[src/rtl/riscv_core_hazard_scoreboard_pkg.sv]
// Shared hazard-unit definitions: forward-mux encodings, load result-source code
// and the forward-select priority helper.
package riscv_core_hazard_scoreboard_pkg;

  localparam logic [1:0] FWD_RF         = 2'b00;
  localparam logic [1:0] FWD_WB         = 2'b01;
  localparam logic [1:0] FWD_MEM        = 2'b10;
  localparam logic [1:0] RESULTSRC_LOAD = 2'b01;

  // MEM beats WB; x0 and registers still owned by a long unit read the RF.
  function automatic logic [1:0] fwd_sel(input logic rs_nz, input logic rs_busy,
                                         input logic mem_hit, input logic wb_hit);
    logic [1:0] sel;
    sel = FWD_RF;
    if (rs_nz && !rs_busy && mem_hit) begin
      sel = FWD_MEM;
    end else if (rs_nz && !rs_busy && wb_hit) begin
      sel = FWD_WB;
    end else begin
      sel = FWD_RF;
    end
    return sel;
  endfunction

endpackage

[src/rtl/riscv_core_scoreboard_reg.sv]
// Busy-register vector and in-flight counter for long-latency writebacks,
// with a sticky flag for done-underflow and issue-overflow.
module riscv_core_scoreboard_reg
  import riscv_core_hazard_scoreboard_pkg::*;
#(
  parameter int NUM_REGS        = 32,
  parameter int MAX_OUTSTANDING = 4,
  parameter int RW              = 5,
  parameter int OW              = 3
) (
  input  logic                clk,
  input  logic                rst_n,
  input  logic                issue,
  input  logic [RW-1:0]       issue_rd,
  input  logic                done,
  input  logic [RW-1:0]       done_rd,
  output logic [NUM_REGS-1:0] busy,
  output logic [OW-1:0]       outstanding,
  output logic                error
);

  localparam logic [OW-1:0] CNT_ZERO = OW'(0);
  localparam logic [OW-1:0] CNT_ONE  = OW'(1);
  localparam logic [OW-1:0] CNT_MAX  = OW'(MAX_OUTSTANDING);
  localparam logic [RW-1:0] REG_ZERO = RW'(0);

  logic [NUM_REGS-1:0] busy_r;
  logic [NUM_REGS-1:0] busy_nxt_s;
  logic [OW-1:0]       cnt_r;
  logic [OW-1:0]       cnt_nxt_s;
  logic                err_r;
  logic                err_evt_s;

  // Next busy vector and count; a protocol error freezes both for that cycle.
  always_comb begin
    busy_nxt_s = busy_r;
    cnt_nxt_s  = cnt_r;
    err_evt_s  = (done && (cnt_r == CNT_ZERO)) ||
                 (issue && !done && (cnt_r == CNT_MAX));
    if (err_evt_s) begin
      busy_nxt_s = busy_r;
      cnt_nxt_s  = cnt_r;
    end else begin
      // clear first so a same-register set in this cycle wins
      if (done) begin
        busy_nxt_s[done_rd] = 1'b0;
      end else begin
        busy_nxt_s = busy_r;
      end
      if (issue && (issue_rd != REG_ZERO)) begin
        busy_nxt_s[issue_rd] = 1'b1;
      end else begin
        busy_nxt_s[0] = 1'b0;
      end
      case ({issue, done})
        2'b10:   cnt_nxt_s = cnt_r + CNT_ONE;
        2'b01:   cnt_nxt_s = cnt_r - CNT_ONE;
        default: cnt_nxt_s = cnt_r;
      endcase
    end
    busy_nxt_s[0] = 1'b0;
  end

  // Scoreboard state and sticky error flag.
  always_ff @(posedge clk or negedge rst_n) begin
    if (!rst_n) begin
      busy_r <= {NUM_REGS{1'b0}};
      cnt_r  <= CNT_ZERO;
      err_r  <= 1'b0;
    end else begin
      busy_r <= busy_nxt_s;
      cnt_r  <= cnt_nxt_s;
      err_r  <= err_r | err_evt_s;
    end
  end

  assign busy        = busy_r;
  assign outstanding = cnt_r;
  assign error       = err_r;

endmodule

[src/rtl/riscv_core_hazard_scoreboard.sv]
// Hazard unit for the 5-stage core: forwarding, stall/flush matrix, long-latency
// register scoreboard and a saturating ID-stall cycle counter.
module riscv_core_hazard_scoreboard
  import riscv_core_hazard_scoreboard_pkg::*;
#(
  parameter  int NUM_REGS        = 32,
  parameter  int MAX_OUTSTANDING = 4,
  parameter  int CNT_W           = 16,
  localparam int RW              = $clog2(NUM_REGS),
  localparam int OW              = $clog2(MAX_OUTSTANDING + 1)
) (
  input  logic                i_clk,
  input  logic                i_rst_n,
  input  logic [RW-1:0]       i_hsb_rs1_id,
  input  logic [RW-1:0]       i_hsb_rs2_id,
  input  logic [RW-1:0]       i_hsb_rd_id,
  input  logic                i_hsb_long_id,
  input  logic [RW-1:0]       i_hsb_rs1_ex,
  input  logic [RW-1:0]       i_hsb_rs2_ex,
  input  logic [RW-1:0]       i_hsb_rd_ex,
  input  logic [1:0]          i_hsb_resultsrc_ex,
  input  logic                i_hsb_long_issue_ex,
  input  logic [RW-1:0]       i_hsb_rd_mem,
  input  logic [RW-1:0]       i_hsb_rd_wb,
  input  logic                i_hsb_regwrite_mem,
  input  logic                i_hsb_regwrite_wb,
  input  logic                i_hsb_long_done,
  input  logic [RW-1:0]       i_hsb_long_done_rd,
  input  logic                i_hsb_pcsrc_ex,
  input  logic                i_hsb_icache_stall,
  input  logic                i_hsb_dcache_stall,
  input  logic                i_hsb_csr_flush_id,
  input  logic                i_hsb_csr_flush_ex,
  input  logic                i_hsb_csr_flush_mem,
  input  logic                i_hsb_csr_flush_wb,
  input  logic                i_hsb_cnt_clr,
  output logic [1:0]          o_hsb_forwarda_ex,
  output logic [1:0]          o_hsb_forwardb_ex,
  output logic                o_hsb_stall_if,
  output logic                o_hsb_stall_id,
  output logic                o_hsb_stall_ex,
  output logic                o_hsb_stall_mem,
  output logic                o_hsb_stall_wb,
  output logic                o_hsb_flush_id,
  output logic                o_hsb_flush_ex,
  output logic                o_hsb_flush_mem,
  output logic                o_hsb_flush_wb,
  output logic [NUM_REGS-1:0] o_hsb_busy,
  output logic [OW-1:0]       o_hsb_outstanding,
  output logic [CNT_W-1:0]    o_hsb_stall_cnt,
  output logic                o_hsb_error
);

  localparam logic [RW-1:0]    REG_ZERO = RW'(0);
  localparam logic [OW:0]      CAP_LIM  = (OW + 1)'(MAX_OUTSTANDING);
  localparam logic [OW-1:0]    CNT_MAX  = OW'(MAX_OUTSTANDING);
  localparam logic [CNT_W-1:0] SC_ZERO  = CNT_W'(0);
  localparam logic [CNT_W-1:0] SC_ONE   = CNT_W'(1);
  localparam logic [CNT_W-1:0] SC_SAT   = {CNT_W{1'b1}};

  logic [NUM_REGS-1:0] busy_s;
  logic [OW-1:0]       outstanding_s;
  logic                lw_s, sb_raw_s, sb_waw_s, cap_s, m_s, hz_s;
  logic                stall_ex_s, stall_id_s, issue_s;
  logic [OW:0]         inflight_s;
  logic [CNT_W-1:0]    stall_cnt_r;

  assign o_hsb_forwarda_ex = fwd_sel(i_hsb_rs1_ex != REG_ZERO, busy_s[i_hsb_rs1_ex],
                                     i_hsb_regwrite_mem && (i_hsb_rd_mem == i_hsb_rs1_ex),
                                     i_hsb_regwrite_wb && (i_hsb_rd_wb == i_hsb_rs1_ex));
  assign o_hsb_forwardb_ex = fwd_sel(i_hsb_rs2_ex != REG_ZERO, busy_s[i_hsb_rs2_ex],
                                     i_hsb_regwrite_mem && (i_hsb_rd_mem == i_hsb_rs2_ex),
                                     i_hsb_regwrite_wb && (i_hsb_rd_wb == i_hsb_rs2_ex));

  // Hazard terms; busy is the registered vector, so a clearing bit still blocks ID.
  always_comb begin
    lw_s       = (i_hsb_resultsrc_ex == RESULTSRC_LOAD) && (i_hsb_rd_ex != REG_ZERO) &&
                 ((i_hsb_rd_ex == i_hsb_rs1_id) || (i_hsb_rd_ex == i_hsb_rs2_id));
    sb_raw_s   = busy_s[i_hsb_rs1_id] || busy_s[i_hsb_rs2_id];
    sb_waw_s   = busy_s[i_hsb_rd_id] && (i_hsb_rd_id != REG_ZERO);
    inflight_s = {1'b0, outstanding_s} + {{OW{1'b0}}, i_hsb_long_issue_ex};
    cap_s      = i_hsb_long_id && (inflight_s >= CAP_LIM);
    m_s        = (outstanding_s == CNT_MAX) && i_hsb_long_issue_ex;
    hz_s       = lw_s | sb_raw_s | sb_waw_s | cap_s;
  end

  // Stall/flush matrix and the scoreboard issue qualifier.
  always_comb begin
    stall_ex_s      = m_s | i_hsb_dcache_stall;
    stall_id_s      = hz_s | m_s | i_hsb_dcache_stall;
    o_hsb_stall_if  = stall_id_s | i_hsb_icache_stall;
    o_hsb_stall_id  = stall_id_s;
    o_hsb_stall_ex  = stall_ex_s;
    o_hsb_stall_mem = i_hsb_dcache_stall;
    o_hsb_stall_wb  = 1'b0;
    o_hsb_flush_id  = i_hsb_pcsrc_ex | i_hsb_csr_flush_id;
    o_hsb_flush_ex  = (hz_s & ~stall_ex_s) | i_hsb_pcsrc_ex | i_hsb_csr_flush_ex;
    o_hsb_flush_mem = i_hsb_csr_flush_mem | m_s;
    o_hsb_flush_wb  = i_hsb_csr_flush_wb;
    issue_s         = i_hsb_long_issue_ex && !stall_ex_s && !i_hsb_csr_flush_mem;
  end

  riscv_core_scoreboard_reg #(
    .NUM_REGS        (NUM_REGS),
    .MAX_OUTSTANDING (MAX_OUTSTANDING),
    .RW              (RW),
    .OW              (OW)
  ) u_sb (
    .clk         (i_clk),
    .rst_n       (i_rst_n),
    .issue       (issue_s),
    .issue_rd    (i_hsb_rd_ex),
    .done        (i_hsb_long_done),
    .done_rd     (i_hsb_long_done_rd),
    .busy        (busy_s),
    .outstanding (outstanding_s),
    .error       (o_hsb_error)
  );

  // Saturating count of ID-stall cycles; clear has priority.
  always_ff @(posedge i_clk or negedge i_rst_n) begin
    if (!i_rst_n) begin
      stall_cnt_r <= SC_ZERO;
    end else if (i_hsb_cnt_clr) begin
      stall_cnt_r <= SC_ZERO;
    end else if (stall_id_s && (stall_cnt_r != SC_SAT)) begin
      stall_cnt_r <= stall_cnt_r + SC_ONE;
    end else begin
      stall_cnt_r <= stall_cnt_r;
    end
  end

  assign o_hsb_busy        = busy_s;
  assign o_hsb_outstanding = outstanding_s;
  assign o_hsb_stall_cnt   = stall_cnt_r;

endmodule

[config.mk]
export PLATFORM = sky130hd
export DESIGN_NAME = riscv_core_hazard_scoreboard
export DESIGN_NICKNAME = d
export VERILOG_FILES = /design/src/rtl/riscv_core_hazard_scoreboard_pkg.sv /design/src/rtl/riscv_core_scoreboard_reg.sv /design/src/rtl/riscv_core_hazard_scoreboard.sv
export SDC_FILE = /design/constraint.sdc
export NUM_CORES = 1
export LEC_CHECK = 0
export ABC_AREA = 1
export BUFFER_PORTS_ARGS = -buffer_cell sky130_fd_sc_hd__clkbuf_2
export CAP_MARGIN = 25
export CELL_PAD_IN_SITES_DETAIL_PLACEMENT = 1
export CELL_PAD_IN_SITES_GLOBAL_PLACEMENT = 2
export CORE_ASPECT_RATIO = 1.25
export CORE_UTILIZATION = 30
export DETAILED_ROUTE_END_ITERATION = 12
export GPL_ROUTABILITY_DRIVEN = 0
export HOLD_SLACK_MARGIN = 0.1
export PLACE_DENSITY = 0.82
export SYNTH_ARGS = -nofsm -noshare
export SYNTH_HDL_FRONTEND = slang
export SYNTH_SLANG_ARGS = --single-unit
[constraint.sdc]
create_clock -name i_clk -period 3.65 [get_ports i_clk]
set_input_delay 0.365 -clock i_clk [delete_from_list [all_inputs] [get_ports i_clk]]
set_output_delay 0.365 -clock i_clk [all_outputs]
set_load 0.01 [all_outputs]
Word-level counts from Yosys, hierarchy flattened
Cells that the tools add are included.
Widths: inputs -> output; s select.

cells by class
  add/sub/neg operators = 4
  multipliers = 0
  div/mod/pow operators = 0
  $lt $le $gt $ge = 10
  eq/ne operators = 11
  shift operators = 0
  muxes and demuxes = 24
  bitwise operators = 18
  reduce and logical (&&, ||, !) cells = 40

operators by type and width
  kind                   number
  $mux 32                2
  $lt 5x6->1 const B     7
  $and 32x32->32         1
  $mux 16                2
  $not 32->32            1
  $or 32x32->32          1
  $mux 31                1
  $eq 5x5->1             6
  $bmux 1 s5             5
  $logic_and 1x1->1      24
  $reduce_bool 5->1      4
  $add 16x1->16 const B  1
  $ne 16x16->1 const B   1
  $or 1x1->1             12
  $demux 1 s5            2
  $ge 5x1->1 const B     2
  $mux 1                 9
  $pmux 3 s2             1
  $logic_not 1->1        5
  $add 3x1->4            1
  $eq 2x1->1 const B     2
  $ge 4x3->1 const B     1
  $mux 2                 2
  $reduce_bool 2->1      2
  other kinds (9)        12

word-level totals
  bits in registers = 51
  latch bits = 0
  memory bits (writable) = 0
  ROM bits = 0
  input port bits = 62
  output and inout port bits = 65
  word-level logic and storage cells = 111
  memories = 0

Longest topological paths before layout
Gate-level depths: netlist (run 1).

  depth in word-level cells = 12
  gate-level depth with buffers = 17
  depth with buffers taken out = 15

Modules after synthesis
A second synthesis (run 1) with hierarchy kept.

unflattened totals
  cell total of the unflattened synthesis = 921
  area, all modules = 5475.3 µm²

by module, submodules not included
  module                        instances  cells an instance  area an instance (µm²)  sequential area each (µm²)
  riscv_core_hazard_scoreboard  1          629                3414.5                  400.4
  riscv_core_scoreboard_reg     1          292                2060.7                  875.8

Worst setup path after synthesis (run 1)
Ideal clock, no wire load.

  kind = register -> register
  start point = register u_sb.cnt_r[1] (netlist: u_sb.outstanding[1])
  end point = register u_sb.busy_r[3] (netlist: u_sb.busy[3])
  setup time = 0.129 ns
  data arrival time = 2.050 ns
  required time = 3.521 ns
  setup slack = 1.471 ns
  cell stages (with the launch flop) = 15
  buffers on the path = 1
  period minus slack after synthesis = 2.179 ns
  cells stage by stage = dfrtp_1 -> nor2_1 -> nand3_1 -> inv_1 -> nor2_4 -> nand3_1 -> inv_2 -> ha_1 -> nand2_1 -> o21ai_0 -> nand2_1 -> clkbuf_1 -> nand4_1 -> o21ai_0 -> o31ai_1

between the ends
  longest elaborated chain between the ends = 9
  elaborated cells on any way between the ends = 13
  those cells by class = 1 x eq/ne; 1 x mux; 1 x bitwise; 10 x reduce/logical

ends and longest elaborated chain
  item                             line                                                                 text
  from (decl)                      riscv_core_scoreboard_reg.sv:29                                      logic [OW-1:0] cnt_r;
  from (signal assigned)           riscv_core_scoreboard_reg.sv:72                                      cnt_r <= cnt_nxt_s;
  $eq 3x3->1                       riscv_core_scoreboard_reg.sv:39, riscv_core_hazard_scoreboard.sv:83
  $logic_and 1x1->1                riscv_core_hazard_scoreboard.sv:83                                   m_s = (outstanding_s == CNT_MAX) && i_hsb_long_issue_ex;
  $or 1x1->1                       riscv_core_hazard_scoreboard.sv:89                                   stall_ex_s = m_s | i_hsb_dcache_stall;
  $logic_not 1->1                  riscv_core_hazard_scoreboard.sv:100                                  issue_s = i_hsb_long_issue_ex && !stall_ex_s && !i_hsb_csr_flush_mem;
  $logic_and 1x1->1 (2 in series)  riscv_core_hazard_scoreboard.sv:100
  $logic_and 1x1->1 (2 in series)  riscv_core_scoreboard_reg.sv:39                                      (issue && !done && (cnt_r == CNT_MAX));
  $logic_or 1x1->1                 riscv_core_scoreboard_reg.sv:38                                      err_evt_s = (done && (cnt_r == CNT_ZERO)) ||
  to (signal assigned)             riscv_core_scoreboard_reg.sv:67                                      busy_r <= {NUM_REGS{1'b0}};
  to (signal assigned)             riscv_core_scoreboard_reg.sv:71                                      busy_r <= busy_nxt_s;
  to (decl)                        riscv_core_scoreboard_reg.sv:27                                      logic [NUM_REGS-1:0] busy_r;

Parallel ways exist; a longest one is shown, timed or not.
A chain may end at the register's enable or synchronous reset.

Final worst setup path (run 1)
  start point = input port i_hsb_rs1_id[0]
  end point = output port o_hsb_stall_if

between the ends
  longest elaborated chain between the ends = 9
  elaborated cells on any way between the ends = 12
  those cells by class = 1 x eq/ne; 2 x mux; 6 x bitwise; 3 x reduce/logical

ends and longest elaborated chain
  item                                                              line                                                                    text
  from (decl)                                                       riscv_core_hazard_scoreboard.sv:14                                      input logic [RW-1:0] i_hsb_rs1_id,
  $bmux 1 s5 or $eq 5x5->1 (tied branches)                          riscv_core_hazard_scoreboard.sv:79, riscv_core_hazard_scoreboard.sv:78
  $mux 1 (not written as such) or $logic_or 1x1->1 (tied branches)  riscv_core_hazard_scoreboard.sv:79, riscv_core_hazard_scoreboard.sv:78
  $logic_or 1x1->1 or $logic_and 1x1->1 (tied branches)             riscv_core_hazard_scoreboard.sv:79, riscv_core_hazard_scoreboard.sv:77
  $or 1x1->1 (*) (3 in series)                                      riscv_core_hazard_scoreboard.sv:84                                      hz_s = lw_s | sb_raw_s | sb_waw_s | cap_s;
  $or 1x1->1 (*) (2 in series)                                      riscv_core_hazard_scoreboard.sv:90                                      stall_id_s = hz_s | m_s | i_hsb_dcache_stall;
  $or 1x1->1 (*)                                                    riscv_core_hazard_scoreboard.sv:91                                      o_hsb_stall_if = stall_id_s | i_hsb_icache_stall;
  to (decl)                                                         riscv_core_hazard_scoreboard.sv:39                                      output logic o_hsb_stall_if,

Every way passes the cells marked *; elsewhere a longest branch is shown, timed or not. The select of a mux whose other input is x is not followed.

==> results.cfg, run 1 <==
[layout]
fin_cells = 1103
num_antenna_cells = 0
syn_to_final_growth_pct = 16.6
final_layout_size_suffix_gt1_share_pct = 17.2
final_nets = 952

[cts]
ctsHoldBuffers = 0
cts_buffers = 5
postCtsSetupBuffers = 0
cts-htree-levels = 2
clk_latency_ps = 300
clock_sinks = 51
cts_tree = yes
post_cts_resized = 0
ctsRootBufferMaster = clkbuf_16
path_clk_slew_ps = 80
clock_path_buffers = 2

[place]
dp.cells = 1095
place_ws_ps = 757
portBuffers = 122
place_hpwl_mm = 16.1

[floorplan]
start_util_pct = 30.5
die_w_um = 117
die_h_um = 145
core_area_um2 = 16100
die_area_um2 = 16900
num_rows = 52
top_level_ports = 127

[routing]
drtIter0Drc = 252
drt_wl_total_mm = 20.5
drcViolationCount = 0
routedWlPerCell_um = 18.6
dr_total_vias = 5744
ant_nets = 0
vias_per_cell = 5.21
dr.pass1.iters = 4

[global_route]
grt_max_degree = 35
antenna_found_initial = 0
first_global_vias = 5600
grt_pass1_wl_mm = 31.9
track_usage_pct = 24.5
overflow = 0

[critical_path]
cp_top_family = simple AND/OR/NAND/NOR gates
reg2reg_depth = 15
worstPathArrival_ps = 2530
critPathMaxFanout = 20
rr_endpoint = u_sb.busy[14]
cp_data_required_time_ps = 3280
cp_cell_sequence = clkbuf_2 > inv_1 > nand2_1 > nand3_1 > nand3_1 > nand3_1 > nand2_1 > nand2_1 > nand2_1 > nor2_4 > nand3_4 > or2_2 > clkbuf_2
worstSetupPathType = input port to output port
r2r_start = u_sb.outstanding[1]
crit_top_cell = nand2_1
critPathSlowestCell = inv_1
r2r_slack_ps = 970
crit_path_end_kind = output port
cp-start-kind = input port
path_buf_inv = 3
critPathMaxStageDelay_ps = 440

[logic_synthesis]
syn_area_per_cell_um2 = 6.24
yosysSeqAreaShare_pct = 25.9
syn-cell-area_um2 = 4920
synth.top_cell.area_share_pct = 25.9
synthMostInstantiatedCell = nand2_1
synth-edff-count = 0
synthTopCellsByCount = nand2_1 (194), nand3_1 (106), inv_1 (105)
synthFlopType = dfrtp_1
yosysTopAreaCell = dfrtp_1
synth.area.top_cells = dfrtp_1 (26%), nand2_1 (15%), nand3_1 (11%), o21ai_0 (9.7%), inv_1 (8.0%)
ys_warn_count = 0
synthCells = 789
yosysUniqueCellTypes = 46
ys_seq_elements = 51
synth_async_sr_flop_share_pct = 100

[timing]
period_share_pct = 79.3
relSlewSlack_pct = 35.6
setup_slack_ps = 754
finClkSkew_ps = 10.5
slew_viol_final = 0
hold_violations = 0
tns_ps = 0
tightest_slew_ps = 964
max_clock_freq_mhz = 345
hold_slack_ps = 144
finalCriticalPeriod_ps = 2900
rsz0062_at_grt = false
finalSetupViolCount = 0

[flow_run]
max-cap-violations = 0

[pwr]
seqPwrFrac_pct = 38.0
power.share.clock_pct = 23.9
swShare_pct = 43.7
vdd_drop_max_v = 0.000243
comb_power_share_pct = 38.1
power.net_switching_uw = 907
intPower_mw = 1.17
power_density_nw_per_um2 = 362
leakagePower_nw = 2.99

[min_path]
hp-class = input port to asynchronous set/reset pin

[run_status]
status = finished clean
-- final cells by class --
| class | instances | area (um^2) |
|---|---|---|
| clock buffers | 5 | 125 |
| clock inverters | 3 | 27.5 |
| fillers | 2196 | 10400 |
| inverters | 109 | 412 |
| multi-input cells | 593 | 2990 |
| flip-flops and latches | 51 | 1280 |
| well taps | 216 | 270 |
| repair buffers | 126 | 641 |
-- logic make-up after synthesis --
logic type               Yosys count  share of synthesized area (%)
AND/OR/NAND/NOR                  399                           36.9
AO/OA/AOI/OAI                    164                           18.2
buffers and inverters            146                           13.4
flip-flops                        51                           25.9
XOR/XNOR                          24                           4.27
adder cells (fa/ha/maj)            4                           1.17
other                              1                         0.0762
-- through the flow --
stage / util [%] / power (mW) / instance area [um^2]
after global placement: 34.6 / 1.59 / 5590
after detailed placement: 34.6 / 1.59 / 5590
after global routing: 35.6 / 2.22 / 5740
after floorplan: - / 1.22 / 4930
after CTS: 35.6 / 2.10 / 5740
final: 35.6 / 2.08 / 5740
-- state kept, by name, summed over array words and instances, names as in the netlist --
| signal | count |
|---|---|
| o_hsb_stall_cnt | 16 |
| u_sb.busy | 31 |
| u_sb.error | 1 |
| u_sb.outstanding | 3 |
-- power by group through the flow --
stage               logic (mW)  registers [mW]  clock network [mW]
finish                   0.791           0.789               0.496
global route             0.888           0.798               0.529
CTS                      0.800           0.788               0.513
detailed placement       0.795           0.799                   0
global placement         0.787           0.800                   0
floorplan                0.449           0.773                   0
-- layer usage --
metal | up-vias | global-route usage [%] | part of all wire [%]
li1 | 2813 | - | -
met1 | 2758 | 30.5 | 42
met2 | 147 | 44.1 | 51
met3 | 26 | 2.76 | 4.4
met4 | 0 | 5.57 | 2.2
met5 | - | 0 | 0
-- placed cells by master, fill, tap and decap left out, drive strengths merged, types with 2 or more instances in the layout --
master,netlist,routed
a2111oi,2,2
xnor2,7,7
clkbuf,14,127
inv,109,110
o2111ai,2,2
buf,23,4
a31oi,3,3
o31ai,2,2
nand4,30,30
nand3b,2,2
xor2,17,17
a21boi,2,2
or2,4,4
dfrtp,51,51
conb,1,2
a21oi,34,34
nand2,195,195
o211ai,8,8
o21ai,101,101
nor2,43,43
nand3,108,108
ha,3,3
o22ai,6,6
nor4,2,2
nor3,15,15
-- worst max-delay path by stage --
stage / startpoint / end / slack, ps / cells past startpoint
floorplan: u_sb.outstanding[1] / u_sb.busy[3] / 1470 / 14
global placement: i_hsb_rs1_id[0] / o_hsb_stall_if / 800 / 13
detailed placement: i_hsb_rs2_id[0] / o_hsb_stall_if / 760 / 13
CTS: i_hsb_rs2_id[0] / o_hsb_stall_if / 750 / 13
global route: i_hsb_rs1_id[0] / o_hsb_stall_if / 540 / 13
finish: i_hsb_rs1_id[0] / o_hsb_stall_if / 750 / 13
Note: power is estimated with default switching activity, not from simulation.
==> run 2, diff against run 1 <==
--- a/config.mk
+++ b/config.mk
@@ -11,11 +11,11 @@
 export CELL_PAD_IN_SITES_DETAIL_PLACEMENT = 1
 export CELL_PAD_IN_SITES_GLOBAL_PLACEMENT = 2
 export CORE_ASPECT_RATIO = 1.25
-export CORE_UTILIZATION = 30
+export CORE_UTILIZATION = 28
 export DETAILED_ROUTE_END_ITERATION = 12
 export GPL_ROUTABILITY_DRIVEN = 0
 export HOLD_SLACK_MARGIN = 0.1
-export PLACE_DENSITY = 0.82
+export PLACE_DENSITY = 0.77
 export SYNTH_ARGS = -nofsm -noshare
 export SYNTH_HDL_FRONTEND = slang
 export SYNTH_SLANG_ARGS = --single-unit
==> constraint.sdc (replaced) <==
create_clock -name i_clk -period 3 [get_ports i_clk]
set_input_delay 0.3 -clock i_clk [delete_from_list [all_inputs] [get_ports i_clk]]
set_output_delay 0.3 -clock i_clk [all_outputs]
set_load 0.01 [all_outputs]
==> run 2 against run 1 <==
Net effect:
- first-iteration DRC count up 17%
- worst setup slack got worse by 410 ps
- clock power rose by 49%
- utilization is 1.2 points lower
- combinational power increased by 22%
- final cell count grew 1.0%
- hold slack improved by 230 ps
- sequential share of layout area down 0.38 points
- non-clock buffer count grew 7
- design area grew 1.7%
- routed wire length is 1.8% higher
- critical path type is now flip-flop to output port
- largest power group unchanged
- highest routed layer unchanged
==> results.cfg, run 2 (same netlist as run 1, synthesis figures left out) <==
[timing]
slew_viol_final = 0
finalCriticalPeriod_ps = 2660
period_share_pct = 88.7
tns_ps = 0
tightest_slew_ps = 945
finClkSkew_ps = 6.73
max_clock_freq_mhz = 376
rsz0062_at_grt = false
relSlewSlack_pct = 36.9
hold_violations = 0
finalSetupViolCount = 0

[cts]
post_cts_resized = 0
cts_tree = yes
postCtsSetupBuffers = 0
path_clk_slew_ps = 70
clk_latency_ps = 290
cts_buffers = 5
cts-htree-levels = 2
ctsHoldBuffers = 1
clock_sinks = 51
ctsRootBufferMaster = clkbuf_16
clock_path_buffers = 2

[critical_path]
path_buf_inv = 3
critPathMaxStageDelay_ps = 420
reg2reg_depth = 14
r2r_start = u_sb.outstanding[1]
cp_top_family = simple AND/OR/NAND/NOR gates
cp_data_required_time_ps = 2700
critPathMaxFanout = 10
r2r_slack_ps = 540
critPathSlowestCell = dfrtp_1
timing.critical_path.from = u_sb.busy[17]
rr_endpoint = u_sb.busy[6]
crit_path_end_kind = output port
cp-start-kind = flip-flop
cp.depth = 14
crit_top_cell = nand2_1
worstSetupPathType = flip-flop to output port
cp_cell_sequence = inv_1 > nand2_1 > nand3_1 > nand2_1 > nand2_1 > nand2_1 > inv_1 > nand2_1 > nand2_1 > nand2_1 > nor2_4 > nand3_4 > or2_2 > clkbuf_2
worstPathArrival_ps = 2360
setup.worst_path.end = o_hsb_stall_if

[routing]
vias_per_cell = 5.18
dr_total_vias = 5776
routedWlPerCell_um = 18.7
drt_wl_total_mm = 20.9
dr.pass1.iters = 4
drtIter0Drc = 296
drcViolationCount = 0
ant_nets = 0

[layout]
largest_reg_flops = 31
num_antenna_cells = 0
final_nets = 959
syn_to_final_growth_pct = 18.6
final_layout_size_suffix_gt1_share_pct = 17.8
filler_cell_count = 2308
final_cell_mix = nand2_1 (194), clkbuf_2 (122), nand3_1 (106)
final_area_um2 = 5840
final_common_cell = nand2_1

[pwr]
vdd_drop_max_v = 0.000316
power_density_nw_per_um2 = 458
leakagePower_nw = 3.04

[flow_run]
max-cap-violations = 0

[global_route]
grt_max_degree = 35
track_usage_pct = 23.5
globalRouteMet1Util_pct = 30.1
overflow = 0
grt_pass1_wl_mm = 33.0
met3_usage_pct = 2.27
grt_busiest_layer = met2
first_global_vias = 5796
antenna_found_initial = 0
use_met2_pct = 41.7

[place]
place_hpwl_mm = 16.6
placed_area_um2 = 5640
portBuffers = 122

[floorplan]
top_level_ports = 127
die_area_um2 = 18100
core_area_um2 = 17000
num_rows = 53
start_util_pct = 29.0
die_w_um = 121
die_h_um = 150

[run_status]
status = finished clean

[min_path]
hp-class = input port to flip-flop
run 2: cell count changes in the layout (fill, tap and decap cells not counted):
| cell | previous run | this run |
|---|---|---|
| bufinv_16 | 0 | 2 |
| buf_4 | 4 | 10 |
| clkinv_4 | 1 | 0 |
| inv_8 | 1 | 0 |
| dlygate4sd3_1 | 0 | 1 |
run 2: power breakdown:
part / internal [mW] / switching [mW] / total [mW]
clock network: 0.478 / 0.262 / 0.741
logic: 0.327 / 0.641 / 0.968
registers: 0.786 / 0.177 / 0.963
total: 1.59 / 1.08 / 2.67
run 2: worst min-delay path by stage:
stage	startpoint	endpoint	slack, ps	cells past startpoint
after floorplan	i_rst_n	o_hsb_stall_cnt[0]	4	0
after detailed placement	i_rst_n	o_hsb_stall_cnt[7]	300	1
after global routing	i_hsb_long_done_rd[1]	u_sb.busy[28]	420	3
final	i_hsb_long_done_rd[1]	u_sb.busy[28]	380	3
after global placement	i_rst_n	o_hsb_stall_cnt[7]	300	1
after CTS	i_hsb_long_done_rd[1]	u_sb.busy[28]	380	3
run 2: final cells by class:
cell class / instances / area, um^2 / share of cell area [%]
Clock buffer: 5 / 125 / 2.14
Clock inverter: 3 / 67.6 / 1.16
Inverter: 109 / 412 / 7.05
Multi-Input combinational cell: 593 / 2990 / 51.2
Sequential cell: 51 / 1280 / 21.9
Tap cell: 220 / 275 / 4.71
Timing Repair Buffer: 133 / 696 / 11.9
run 2: routing by layer:
metal	wire, um	vias up
met1	9250	2777
met5	0	-
met3	711	26
met2	10400	138
li1	-	2835
met4	553	0
run 2: stage by stage:
stage	power [mW]	utilization, %	worst slack (ps)	hold slack, ps	std cells
after global routing	2.85	34.4	166	419	1114
after detailed placement	1.95	33.2	543	298	1105
after CTS	2.70	34.4	308	376	1114
final	2.67	34.4	339	378	1114
after global placement	1.94	33.2	549	296	1105
after floorplan	1.49	-	821	4.41	790
run 2: worst min-delay path, stage by stage:
cell,delay (ps)
clkbuf_2,140
nor3_1,80
o32ai_1,100
